[config.mk]
export PLATFORM = sky130hd
export DESIGN_NAME = pipe_hazard_ctrl_flat
export DESIGN_NICKNAME = d
export VERILOG_FILES = /design/src/rtl/pipe_pkg.sv /design/src/rtl/pipe_hazard_ctrl_if.sv /design/src/rtl/hazard_detect.sv /design/src/rtl/pipe_hazard_ctrl.sv /design/src/flat_wrapper.sv
export SDC_FILE = /design/constraint.sdc
export NUM_CORES = 1
export LEC_CHECK = 0
export CORE_MARGIN = 2
export CORE_UTILIZATION = 50
export CTS_BUF_LIST = sky130_fd_sc_hd__clkbuf_4 sky130_fd_sc_hd__clkbuf_8
export DETAILED_ROUTE_END_ITERATION = 16
export PLACE_DENSITY = 0.95
export SKIP_CTS_REPAIR_TIMING = 1
export SYNTH_ARGS = -nofsm -noshare
export SYNTH_HDL_FRONTEND = slang
export SYNTH_SLANG_ARGS = --single-unit
[constraint.sdc]
create_clock -name clk -period 5.4 [get_ports clk]
set_input_delay 1.35 -clock clk [delete_from_list [all_inputs] [get_ports clk]]
set_output_delay 1.35 -clock clk [all_outputs]
set_load 0.02 [all_outputs]
[src/rtl/pipe_pkg.sv]
// Shared definitions for the pipeline hazard controller and the stage registers.
//   state_e : controller FSM encoding (RUN / MEM_WAIT / FAULT)
//   REG_W   : default register-address width
//   ctrl_t  : control bundle driven into PC and the stage registers. The field
//             order fixes the bit positions (pc_write is the MSB, pc_sel the LSB).
//   CTRL_*  : canned bundles for each priority level
package pipe_pkg;

  localparam int REG_W = 3;

  typedef enum logic [1:0] {
    RUN      = 2'd0,
    MEM_WAIT = 2'd1,
    FAULT    = 2'd2
  } state_e;

  typedef struct packed {
    logic pc_write;      // [8] 0 = PC holds
    logic if_id_write;   // [7] 0 = IF/ID holds
    logic id_ex_hold;    // [6] 1 = ID/EX holds
    logic ex_mem_hold;   // [5] 1 = EX/MEM holds
    logic if_id_flush;   // [4] clear IF/ID to a bubble
    logic id_ex_flush;   // [3] clear ID/EX to a bubble
    logic ex_mem_flush;  // [2] clear EX/MEM to a bubble
    logic mem_wb_flush;  // [1] clear MEM/WB to a bubble
    logic pc_sel;        // [0] 1 = PC loads the JEQ target
  } ctrl_t;

  localparam int CTRL_W = $bits(ctrl_t);

  localparam ctrl_t CTRL_RESET = '0;

  localparam ctrl_t CTRL_NORMAL = '{pc_write: 1'b1, if_id_write: 1'b1, default: 1'b0};

  // Freeze the front end and EX/MEM while memory is busy; WB receives a bubble.
  localparam ctrl_t CTRL_MEM_WAIT = '{id_ex_hold: 1'b1, ex_mem_hold: 1'b1,
                                      mem_wb_flush: 1'b1, default: 1'b0};

  // Redirect fetch and kill the three instructions younger than the branch.
  localparam ctrl_t CTRL_TAKEN = '{pc_write: 1'b1, if_id_write: 1'b1, if_id_flush: 1'b1,
                                   id_ex_flush: 1'b1, ex_mem_flush: 1'b1, pc_sel: 1'b1,
                                   default: 1'b0};

  // Hold PC and IF/ID one cycle and insert a single bubble into EX.
  localparam ctrl_t CTRL_LOAD_USE = '{id_ex_flush: 1'b1, default: 1'b0};

  // Freeze everything; nothing moves until reset.
  localparam ctrl_t CTRL_FAULT = '{id_ex_hold: 1'b1, ex_mem_hold: 1'b1, default: 1'b0};

endpackage

[src/rtl/pipe_hazard_ctrl_if.sv]
// Signal bundle between the pipeline datapath and the hazard controller.
//   master : datapath side - drives ID/EX/MEM status, receives controls
//   slave  : controller side - receives status, drives controls, fault,
//            stall count and the FSM state (debug visibility)
interface pipe_hazard_ctrl_if #(
  parameter int REG_W = pipe_pkg::REG_W,
  parameter int CNT_W = 16
);
  import pipe_pkg::*;

  // Pipeline status
  logic [REG_W-1:0] id_rs1;
  logic [REG_W-1:0] id_rs2;
  logic             id_use1;
  logic             id_use2;
  logic             ex_mem_read;
  logic [REG_W-1:0] ex_rd;
  logic             mem_jeq;
  logic             mem_zero;
  logic             mem_req;
  logic             mem_ready;

  // Controls
  logic             pc_write;
  logic             if_id_write;
  logic             id_ex_hold;
  logic             ex_mem_hold;
  logic             if_id_flush;
  logic             id_ex_flush;
  logic             ex_mem_flush;
  logic             mem_wb_flush;
  logic             pc_sel;
  logic             fault;
  logic [CNT_W-1:0] stall_count;
  state_e           state;

  modport master (
    output id_rs1, id_rs2, id_use1, id_use2, ex_mem_read, ex_rd,
           mem_jeq, mem_zero, mem_req, mem_ready,
    input  pc_write, if_id_write, id_ex_hold, ex_mem_hold, if_id_flush,
           id_ex_flush, ex_mem_flush, mem_wb_flush, pc_sel, fault,
           stall_count, state
  );

  modport slave (
    input  id_rs1, id_rs2, id_use1, id_use2, ex_mem_read, ex_rd,
           mem_jeq, mem_zero, mem_req, mem_ready,
    output pc_write, if_id_write, id_ex_hold, ex_mem_hold, if_id_flush,
           id_ex_flush, ex_mem_flush, mem_wb_flush, pc_sel, fault,
           stall_count, state
  );

endinterface

[src/rtl/hazard_detect.sv]
// Purely combinational hazard decode.
//   id_rs1_i/id_rs2_i, id_use1_i/id_use2_i : sources read by the ID instruction
//   ex_mem_read_i, ex_rd_i                  : load in EX and its destination
//   mem_jeq_i, mem_zero_i                   : JEQ resolution in MEM
//   load_use_o                              : ID needs a value the EX load has not produced
//   taken_o                                 : JEQ in MEM is taken
module hazard_detect #(
  parameter int REG_W = pipe_pkg::REG_W
) (
  input  logic [REG_W-1:0] id_rs1_i,
  input  logic [REG_W-1:0] id_rs2_i,
  input  logic             id_use1_i,
  input  logic             id_use2_i,
  input  logic             ex_mem_read_i,
  input  logic [REG_W-1:0] ex_rd_i,
  input  logic             mem_jeq_i,
  input  logic             mem_zero_i,
  output logic             load_use_o,
  output logic             taken_o
);

  // Every register address takes part in the compare; no register is treated
  // as a hardwired zero, so a load to r0 still stalls a dependent reader.
  assign load_use_o = ex_mem_read_i &
                      ((id_use1_i & (ex_rd_i == id_rs1_i)) |
                       (id_use2_i & (ex_rd_i == id_rs2_i)));

  assign taken_o = mem_jeq_i & mem_zero_i;

endmodule

[src/rtl/pipe_hazard_ctrl.sv]
// Central hazard and sequencing controller for the five-stage pipeline.
//   clk     : pipeline clock
//   rst     : asynchronous, active-high reset
//   ctl_if  : slave side of pipe_hazard_ctrl_if (status in, controls out)
// Priority of the control bundle: FAULT > memory wait > taken JEQ > load-use > normal.
// Controls are combinational from state and inputs; state, wait counter,
// fault flag and stall counter are registered.
module pipe_hazard_ctrl #(
  parameter int REG_W   = pipe_pkg::REG_W,
  parameter int TIMEOUT = 15,
  parameter int CNT_W   = 16
) (
  input  logic              clk,
  input  logic              rst,
  pipe_hazard_ctrl_if.slave ctl_if
);
  import pipe_pkg::*;

  // Wide enough to hold TIMEOUT itself.
  localparam int              WAIT_W      = (TIMEOUT < 1) ? 1 : $clog2(TIMEOUT + 1);
  localparam logic [WAIT_W-1:0] TIMEOUT_CNT = WAIT_W'(TIMEOUT);

  state_e             state_q, state_d;
  logic [WAIT_W-1:0]  wait_q, wait_d;
  logic               fault_q, fault_d;
  logic [CNT_W-1:0]   stall_q, stall_d;
  logic               load_use;
  logic               taken;
  logic               mem_wait;
  ctrl_t              ctrl;

  hazard_detect #(.REG_W(REG_W)) u_hazard_detect (
    .id_rs1_i      (ctl_if.id_rs1),
    .id_rs2_i      (ctl_if.id_rs2),
    .id_use1_i     (ctl_if.id_use1),
    .id_use2_i     (ctl_if.id_use2),
    .ex_mem_read_i (ctl_if.ex_mem_read),
    .ex_rd_i       (ctl_if.ex_rd),
    .mem_jeq_i     (ctl_if.mem_jeq),
    .mem_zero_i    (ctl_if.mem_zero),
    .load_use_o    (load_use),
    .taken_o       (taken)
  );

  assign mem_wait = ctl_if.mem_req & ~ctl_if.mem_ready;

  // ---------------------------------------------------------------------------
  // FSM state register
  // ---------------------------------------------------------------------------
  // NOTE: sequential state uses non-blocking assignments so every register
  // samples the pre-edge value of every other register.
  always_ff @(posedge clk or posedge rst) begin
    if (rst) state_q <= RUN;
    else     state_q <= state_d;
  end

  // ---------------------------------------------------------------------------
  // FSM next state and wait counter
  // ---------------------------------------------------------------------------
  // wait_q holds the number of memory-wait cycles already completed, so the
  // cycle in which it equals TIMEOUT is wait cycle TIMEOUT+1; still no ready
  // there means the wait has exceeded the limit.
  always_comb begin
    // NOTE: defaults first so no path through the case leaves a variable
    // unassigned, which would otherwise infer a latch.
    state_d = state_q;
    wait_d  = '0;
    unique case (state_q)
      RUN, MEM_WAIT: begin
        if (mem_wait) begin
          if (wait_q == TIMEOUT_CNT) begin
            state_d = FAULT;
          end else begin
            state_d = MEM_WAIT;
            wait_d  = wait_q + WAIT_W'(1);
          end
        end else begin
          state_d = RUN;
        end
      end
      FAULT:   state_d = FAULT;
      default: state_d = RUN;
    endcase
  end

  always_ff @(posedge clk or posedge rst) begin
    if (rst) wait_q <= '0;
    else     wait_q <= wait_d;
  end

  // ---------------------------------------------------------------------------
  // FSM outputs: control priority mux
  // ---------------------------------------------------------------------------
  // Reset forces the bundle to all-zero asynchronously so the pipeline is
  // frozen from the moment reset rises, not from the next edge.
  always_comb begin
    ctrl = CTRL_NORMAL;
    if (state_q == FAULT) ctrl = CTRL_FAULT;
    else if (mem_wait)    ctrl = CTRL_MEM_WAIT;  // also wins over an illegal MemReq+MemJeq
    else if (taken)       ctrl = CTRL_TAKEN;     // load-use is moot: ID is being flushed
    else if (load_use)    ctrl = CTRL_LOAD_USE;
    if (rst)              ctrl = CTRL_RESET;
  end

  // ---------------------------------------------------------------------------
  // Sticky fault flag
  // ---------------------------------------------------------------------------
  assign fault_d = fault_q | (state_d == FAULT);

  always_ff @(posedge clk or posedge rst) begin
    if (rst) fault_q <= 1'b0;
    else     fault_q <= fault_d;
  end

  // ---------------------------------------------------------------------------
  // Saturating stall counter: counts every cycle the PC is held. A taken
  // branch keeps pc_write high, so its flush cycle is not counted.
  // ---------------------------------------------------------------------------
  always_comb begin
    stall_d = stall_q;
    if (!ctrl.pc_write && (stall_q != '1)) stall_d = stall_q + CNT_W'(1);
  end

  always_ff @(posedge clk or posedge rst) begin
    if (rst) stall_q <= '0;
    else     stall_q <= stall_d;
  end

  // ---------------------------------------------------------------------------
  // Drive the interface
  // ---------------------------------------------------------------------------
  assign ctl_if.pc_write     = ctrl.pc_write;
  assign ctl_if.if_id_write  = ctrl.if_id_write;
  assign ctl_if.id_ex_hold   = ctrl.id_ex_hold;
  assign ctl_if.ex_mem_hold  = ctrl.ex_mem_hold;
  assign ctl_if.if_id_flush  = ctrl.if_id_flush;
  assign ctl_if.id_ex_flush  = ctrl.id_ex_flush;
  assign ctl_if.ex_mem_flush = ctrl.ex_mem_flush;
  assign ctl_if.mem_wb_flush = ctrl.mem_wb_flush;
  assign ctl_if.pc_sel       = ctrl.pc_sel;
  assign ctl_if.fault        = fault_q;
  assign ctl_if.stall_count  = stall_q;
  assign ctl_if.state        = state_q;

endmodule

[src/flat_wrapper.sv]
// flat-port wrapper written by rule: the top's interface ports become plain ports
module pipe_hazard_ctrl_flat import pipe_pkg::*;
#(
  parameter int REG_W   = pipe_pkg::REG_W,
  parameter int TIMEOUT = 15,
  parameter int CNT_W   = 16
)
  (clk, rst, ctl_if_id_rs1, ctl_if_id_rs2, ctl_if_id_use1, ctl_if_id_use2, ctl_if_ex_mem_read, ctl_if_ex_rd, ctl_if_mem_jeq, ctl_if_mem_zero, ctl_if_mem_req, ctl_if_mem_ready, ctl_if_pc_write, ctl_if_if_id_write, ctl_if_id_ex_hold, ctl_if_ex_mem_hold, ctl_if_if_id_flush, ctl_if_id_ex_flush, ctl_if_ex_mem_flush, ctl_if_mem_wb_flush, ctl_if_pc_sel, ctl_if_fault, ctl_if_stall_count, ctl_if_state);
  pipe_hazard_ctrl_if #(.REG_W(REG_W), .CNT_W(CNT_W)) ctl_if_i ();
  input  logic clk;
  input  logic rst;
  input wire logic [$bits(ctl_if_i.id_rs1)-1:0] ctl_if_id_rs1;
  input wire logic [$bits(ctl_if_i.id_rs2)-1:0] ctl_if_id_rs2;
  input wire logic [$bits(ctl_if_i.id_use1)-1:0] ctl_if_id_use1;
  input wire logic [$bits(ctl_if_i.id_use2)-1:0] ctl_if_id_use2;
  input wire logic [$bits(ctl_if_i.ex_mem_read)-1:0] ctl_if_ex_mem_read;
  input wire logic [$bits(ctl_if_i.ex_rd)-1:0] ctl_if_ex_rd;
  input wire logic [$bits(ctl_if_i.mem_jeq)-1:0] ctl_if_mem_jeq;
  input wire logic [$bits(ctl_if_i.mem_zero)-1:0] ctl_if_mem_zero;
  input wire logic [$bits(ctl_if_i.mem_req)-1:0] ctl_if_mem_req;
  input wire logic [$bits(ctl_if_i.mem_ready)-1:0] ctl_if_mem_ready;
  output wire logic [$bits(ctl_if_i.pc_write)-1:0] ctl_if_pc_write;
  output wire logic [$bits(ctl_if_i.if_id_write)-1:0] ctl_if_if_id_write;
  output wire logic [$bits(ctl_if_i.id_ex_hold)-1:0] ctl_if_id_ex_hold;
  output wire logic [$bits(ctl_if_i.ex_mem_hold)-1:0] ctl_if_ex_mem_hold;
  output wire logic [$bits(ctl_if_i.if_id_flush)-1:0] ctl_if_if_id_flush;
  output wire logic [$bits(ctl_if_i.id_ex_flush)-1:0] ctl_if_id_ex_flush;
  output wire logic [$bits(ctl_if_i.ex_mem_flush)-1:0] ctl_if_ex_mem_flush;
  output wire logic [$bits(ctl_if_i.mem_wb_flush)-1:0] ctl_if_mem_wb_flush;
  output wire logic [$bits(ctl_if_i.pc_sel)-1:0] ctl_if_pc_sel;
  output wire logic [$bits(ctl_if_i.fault)-1:0] ctl_if_fault;
  output wire logic [$bits(ctl_if_i.stall_count)-1:0] ctl_if_stall_count;
  output wire logic [$bits(ctl_if_i.state)-1:0] ctl_if_state;
  assign ctl_if_i.id_rs1 = ctl_if_id_rs1;
  assign ctl_if_i.id_rs2 = ctl_if_id_rs2;
  assign ctl_if_i.id_use1 = ctl_if_id_use1;
  assign ctl_if_i.id_use2 = ctl_if_id_use2;
  assign ctl_if_i.ex_mem_read = ctl_if_ex_mem_read;
  assign ctl_if_i.ex_rd = ctl_if_ex_rd;
  assign ctl_if_i.mem_jeq = ctl_if_mem_jeq;
  assign ctl_if_i.mem_zero = ctl_if_mem_zero;
  assign ctl_if_i.mem_req = ctl_if_mem_req;
  assign ctl_if_i.mem_ready = ctl_if_mem_ready;
  assign ctl_if_pc_write = ctl_if_i.pc_write;
  assign ctl_if_if_id_write = ctl_if_i.if_id_write;
  assign ctl_if_id_ex_hold = ctl_if_i.id_ex_hold;
  assign ctl_if_ex_mem_hold = ctl_if_i.ex_mem_hold;
  assign ctl_if_if_id_flush = ctl_if_i.if_id_flush;
  assign ctl_if_id_ex_flush = ctl_if_i.id_ex_flush;
  assign ctl_if_ex_mem_flush = ctl_if_i.ex_mem_flush;
  assign ctl_if_mem_wb_flush = ctl_if_i.mem_wb_flush;
  assign ctl_if_pc_sel = ctl_if_i.pc_sel;
  assign ctl_if_fault = ctl_if_i.fault;
  assign ctl_if_stall_count = ctl_if_i.stall_count;
  assign ctl_if_state = ctl_if_i.state;
  pipe_hazard_ctrl #(.REG_W(REG_W), .TIMEOUT(TIMEOUT), .CNT_W(CNT_W)) u_core (.clk(clk), .rst(rst), .ctl_if(ctl_if_i));
endmodule
# --- Word level (Yosys, flattened, before mapping) ---
# Index checks and enable logic that the tools add are counted.
# Widths: inputs -> output; s select.
classes:
  addsub: 2
  multipliers: 0
  n_div: 0
  magnitude_cmp: 0
  eq_ne: 7
  shift: 0
  muxes: 11
  n_bitwise: 8
  reduce_logical: 4
ops:
  columns: ["op", "count"]
  rows:
  - ["$mux 9", 5]
  - ["$add 16x1->16 const B", 1]
  - ["$ne 16x16->1 const B", 1]
  - ["$mux 4", 3]
  - ["$eq 3x3->1", 2]
  - ["$and 1x1->1", 5]
  - ["$add 4x1->4 const B", 1]
  - ["$eq 2x2->1 const B", 2]
  - ["$eq 4x4->1 const B", 1]
  - ["$mux 2", 2]
  - ["$pmux 2 s2", 1]
  - ["$eq 2x1->1 const B", 1]
  - ["$logic_not 2->1", 1]
  - ["$or 1x1->1", 2]
  - ["$reduce_or 2->1", 1]
  - ["$logic_and 1x1->1", 1]
  - ["$logic_not 1->1", 1]
  - ["$not 1->1", 1]
word_totals:
  regBits: 23
  latch_bits: 0
  mem_bits_rw: 0
  romBits: 0
  in_bits: 18
  out_inout_bits: 28
  word_cells: 36
  mem_count: 0

# --- Longest topological paths before layout ---
depth:
  depth_word: 11
  depth_mapped: 7

# --- Modules after synthesis ---
# A second synthesis with hierarchy kept.
unflattened:
  hier_cells: 119
  area_unflattened_um2: 1226.2
modules_own_cells:
  columns: ["module", "n_inst", "cells_per_inst", "area_each_um2", "seq_area_each_um2"]
  rows:
  - ["pipe_hazard_ctrl", 1, 109, 1147.4, 575.6]
  - ["hazard_detect", 1, 10, 78.8, 0.0]

# --- Worst setup path after synthesis ---
# Ideal clock, no wire load.
synth_timing:
  path_kind: "input to output"
  from: "input port rst"
  to: "output port ctl_if_if_id_flush"
  t_arrival_ns: 3.098
  path_slack_ns: 0.952
  path_stages: 5
  n_path_buf: 2
  cell_sequence: "inv_1 -> nand2_1 -> buf_2 -> nor2_1 -> buf_4"
synth_via:
  elab_chain_cells: 1
synth_rtl:
  columns: ["element", "line", "text"]
  rows:
  - ["from (decl)", "flat_wrapper.sv:11", "input logic rst;"]
  - ["$mux 9", "pipe_hazard_ctrl.sv:102", "if (rst) ctrl = CTRL_RESET;"]
  - ["to (decl)", "flat_wrapper.sv:26", "output wire logic [$bits(ctl_if_i.if_id_flush)-1:0] ctl_if_if_id_flush;"]
# No other way between the ends.

# --- Worst setup path after layout ---
layout_timing:
  from: "input port ctl_if_ex_rd[0]"
  to: "output port ctl_if_pc_write"
layout_via:
  elab_chain_cells: 9
  word_cells_on_any_way: 11
layout_rtl:
  columns: ["element", "line", "text"]
  rows:
  - ["from (decl)", "flat_wrapper.sv:17", "input wire logic [$bits(ctl_if_i.ex_rd)-1:0] ctl_if_ex_rd;"]
  - ["$eq 3x3->1 (on tied branches)", "hazard_detect.sv:25, hazard_detect.sv:26", null]
  - ["$and 1x1->1 (on tied branches)", "hazard_detect.sv:25, hazard_detect.sv:26", null]
  - ["$or 1x1->1 *", "hazard_detect.sv:25", "((id_use1_i & (ex_rd_i == id_rs1_i)) |"]
  - ["$and 1x1->1 *", "hazard_detect.sv:24", "assign load_use_o = ex_mem_read_i &"]
  - ["$mux 9 *", "pipe_hazard_ctrl.sv:101", "else if (load_use) ctrl = CTRL_LOAD_USE;"]
  - ["$mux 9 *", "pipe_hazard_ctrl.sv:100", "else if (taken) ctrl = CTRL_TAKEN;"]
  - ["$mux 9 *", "pipe_hazard_ctrl.sv:99", "else if (mem_wait) ctrl = CTRL_MEM_WAIT;"]
  - ["$mux 9 *", "pipe_hazard_ctrl.sv:98", "if (state_q == FAULT) ctrl = CTRL_FAULT;"]
  - ["$mux 9 *", "pipe_hazard_ctrl.sv:102", null]
  - ["to (decl)", "flat_wrapper.sv:22", "output wire logic [$bits(ctl_if_i.pc_write)-1:0] ctl_if_pc_write;"]
# Every way passes the cells marked *; elsewhere a longest branch is shown, timed or not.

==> results_dict.tcl <==
set metrics [dict create \
    timing_worst_setup_path_type "input pin to primary output" \
    syn_area_um2 1321 \
    setup_viol 0 \
    whs_ns 0.4852 \
    worst_skew_pair.late_latency_ns 0.31 \
    die_area_um2 3070 \
    worst_slew_pin_slew_ns 0.3453 \
    timing.slew.headroom_pct 76.98 \
    power.ir.vdd_worst_mv 0.2847 \
    wl_met1_um 1214 \
    detail_route.wirelength_um 3036 \
    ctsHtreeMaxLevel 1 \
    layout-area-overhead-vs-synth_pct 36.65 \
    wl_met3_um 167 \
    top_signal_layer_used "met4" \
    number_of_max_capacitance_violations_reported 0 \
    pin_count_of_the_biggest_net_entering_global_routing 24 \
    antenna_found_initial 0 \
    drt_pre_antenna_iters 5 \
    totalPowerFinal_mw 0.5208 \
    totalNegativeSetupSlack_ns 0 \
    cts_buffer_depth 2 \
    start_kind "input pin" \
    cts_tree "built" \
    dr.first_iter.drc_count 15 \
    synth_top_area_share_pct 43.56 \
    finish.utilization_pct 72.22 \
    ys_seq_area_share_pct 43.56 \
    routed_via_density 5.588 \
    power.density_nw_per_um2 288.5 \
    leakagePower_nw 0.7270 \
    placement_rows 18 \
    dp.cells 195 \
    num-nets-final 190 \
    final.period_utilization_pct 84.91 \
    report.final.hold_viol_count 0 \
    final_max_slew_viol_count 0 \
    timing.critical_path.arrival_ns 3.24 \
    timing.critical_path.required_ns 4.05 \
    synth_area_leader_cell "sky130_fd_sc_hd__dfrtp_1" \
    grt_first_pass_wirelength_um 5085 \
    finalClockSkew_ns 0.004427 \
    initial_utilization_pct 52.85 \
    cts.sink_count 23 \
    die_h_um 55.41 \
    dp_hpwl_um 2424 \
    routed-via-count 1112 \
    wl_met2_um 1594 \
    antenna_cells 0 \
    syn_nets 144 \
    drtAntennaViolNets 0 \
    finalNonFillerCells 199 \
    layout-drive-gt1-share_pct 12.43 \
    synth-seq-cells 23 \
    tritoncts.num_buffers 3 \
    run_status "completed" \
    filler_cell_count 180 \
    wl_per_cell_um 15.26 \
    clk_transition_reported_paths_ns 0.13 \
    rsz_0062_raised_after_global_routing "false" \
    synthesis.area_per_instance_um2 10.66 \
    grt_util_all_layers_pct 20.55 \
    fp.coreArea_um2 2500 \
    grt_pass1_vias 1172 \
    overflow 0 \
    maxClockFrequency_mhz 218.1 \
    fin_crit_ns 4.585 \
    synth_cell_types 31 \
    ys_top_cells_by_area "sky130_fd_sc_hd__dfrtp_1, sky130_fd_sc_hd__xnor2_1, sky130_fd_sc_hd__o211ai_2, sky130_fd_sc_hd__o2111ai_1, sky130_fd_sc_hd__buf_4" \
    hp-class "flop to flop" \
    drc_violations_left 0 \
    cts-root-buf "sky130_fd_sc_hd__clkbuf_4" \
    die-width_um 55.41 \
    gpl_congestion 0.7878 \
    design.portCount 46 \
    ys_warn_count 0 \
    post_synth_inst_count 124 \
    crit_path_capture_type "primary output" \
    worstPathMaxFanout 16 \
    buffer_ports.inserted 45 \
]
[per-layer routing]
layer	up-vias	track usage [%]
li1	521	-
met1	539	23.75
met2	45	37.76
met3	7	3.747
met4	0	6.969
met5	-	0
[synthesized netlist by cell type (all sizes together)]
cell     number
dfrtp        23
xnor2        22
nor2         10
nand2         9
o211ai        9
buf           7
nand3         6
and3          5
o2111ai       5
and2          3
inv           3
nand2b        3
nand4         3
a21oi         2
ha            2
nor2b         2
nor3          2
nor4          2
and4          1
mux2          1
o21ai         1
o21bai        1
or2           1
xor2          1
[through the flow]
step / instance area (um^2) / worst slack, ns
global placement: 1778 / 0.9228
finish: 1805 / 0.8149
detailed placement: 1778 / 0.7987
global route: 1805 / 0.7086
floorplan: 1321 / 0.9516
CTS: 1805 / 0.7983
[registers in the layout (all words and copies together) (netlist names)]
register	count
u_core.wait_q	4
u_core.ctl_if.state	2
u_core.ctl_if.stall_count	16
u_core.ctl_if.fault	1
[power breakdown]
part | switching, mW | internal (mW) | total [mW]
combinational | 0.100 | 0.101 | 0.201
sequential | 0.0391 | 0.200 | 0.239
clock | 0.0535 | 0.0277 | 0.0812
[worst paths after layout]
| path | startpoint | endpoint | slack (ns) | cells after the start |
|---|---|---|---|---|
| worst max register to register | u_core.ctl_if.stall_count[0] | u_core.ctl_if.stall_count[1] | 3.32 | 6 |
| worst max-delay path | ctl_if_ex_rd[0] | ctl_if_pc_write | 0.81 | 7 |
| worst min-delay path | u_core.ctl_if.fault | u_core.ctl_if.fault | 0.49 | 1 |
| max in group asynchronous | rst | u_core.ctl_if.stall_count[0] | 3.73 | 3 |
| worst min register to register | u_core.ctl_if.fault | u_core.ctl_if.fault | 0.49 | 1 |
| min in group asynchronous | rst | u_core.ctl_if.stall_count[2] | 1.45 | 3 |
[cell type report]
type                    instances  area (um^2)  share of cell area, %
multi-input cells              91        680.7                  37.70
inverters                       3        11.26                 0.6237
flip-flops and latches         23        575.6                  31.88
clock buffers                   3        22.52                  1.247
repair buffers                 48        473.0                  26.20
clock inverters                 1        5.005                 0.2772
well taps                      30        37.54                  2.079
[placed cells by master (no fill, tap or decap), types with 2 or more instances in the layout]
master,count
sky130_fd_sc_hd__o211ai_2,8
sky130_fd_sc_hd__o2111ai_1,5
sky130_fd_sc_hd__nor2_1,10
sky130_fd_sc_hd__nor3_1,2
sky130_fd_sc_hd__nor2b_1,2
sky130_fd_sc_hd__nand3_1,5
sky130_fd_sc_hd__nand2_1,9
sky130_fd_sc_hd__nand2b_1,2
sky130_fd_sc_hd__and3_1,5
sky130_fd_sc_hd__buf_4,3
sky130_fd_sc_hd__and2_1,3
sky130_fd_sc_hd__nand4_1,3
sky130_fd_sc_hd__ha_1,2
sky130_fd_sc_hd__clkdlybuf4s50_1,45
sky130_fd_sc_hd__inv_1,3
sky130_fd_sc_hd__clkbuf_4,3
sky130_fd_sc_hd__dfrtp_1,23
sky130_fd_sc_hd__xnor2_1,22
[worst max-delay path, cell delays in order]
cell and delay (ns):
sky130_fd_sc_hd__clkdlybuf4s50_1 0.51, sky130_fd_sc_hd__xnor2_1 0.13, sky130_fd_sc_hd__nand4_1 0.17, sky130_fd_sc_hd__a21oi_2 0.18, sky130_fd_sc_hd__buf_4 0.26, sky130_fd_sc_hd__nor2_1 0.08
sky130_fd_sc_hd__clkdlybuf4s50_1 0.55
[cell families (layout without fill, tap and decap cells)]
group	after synthesis	after routing	share of synthesized area [%]
mux	1	1	0.8522
flops	23	23	43.56
simple gates	47	47	19.79
compound gates	18	18	13.73
buf+inv	10	55	4.924
fa+ha+maj	2	2	1.894
xor+xnor	23	23	15.25
No activity file was read; power rests on OpenSTA's default activity.
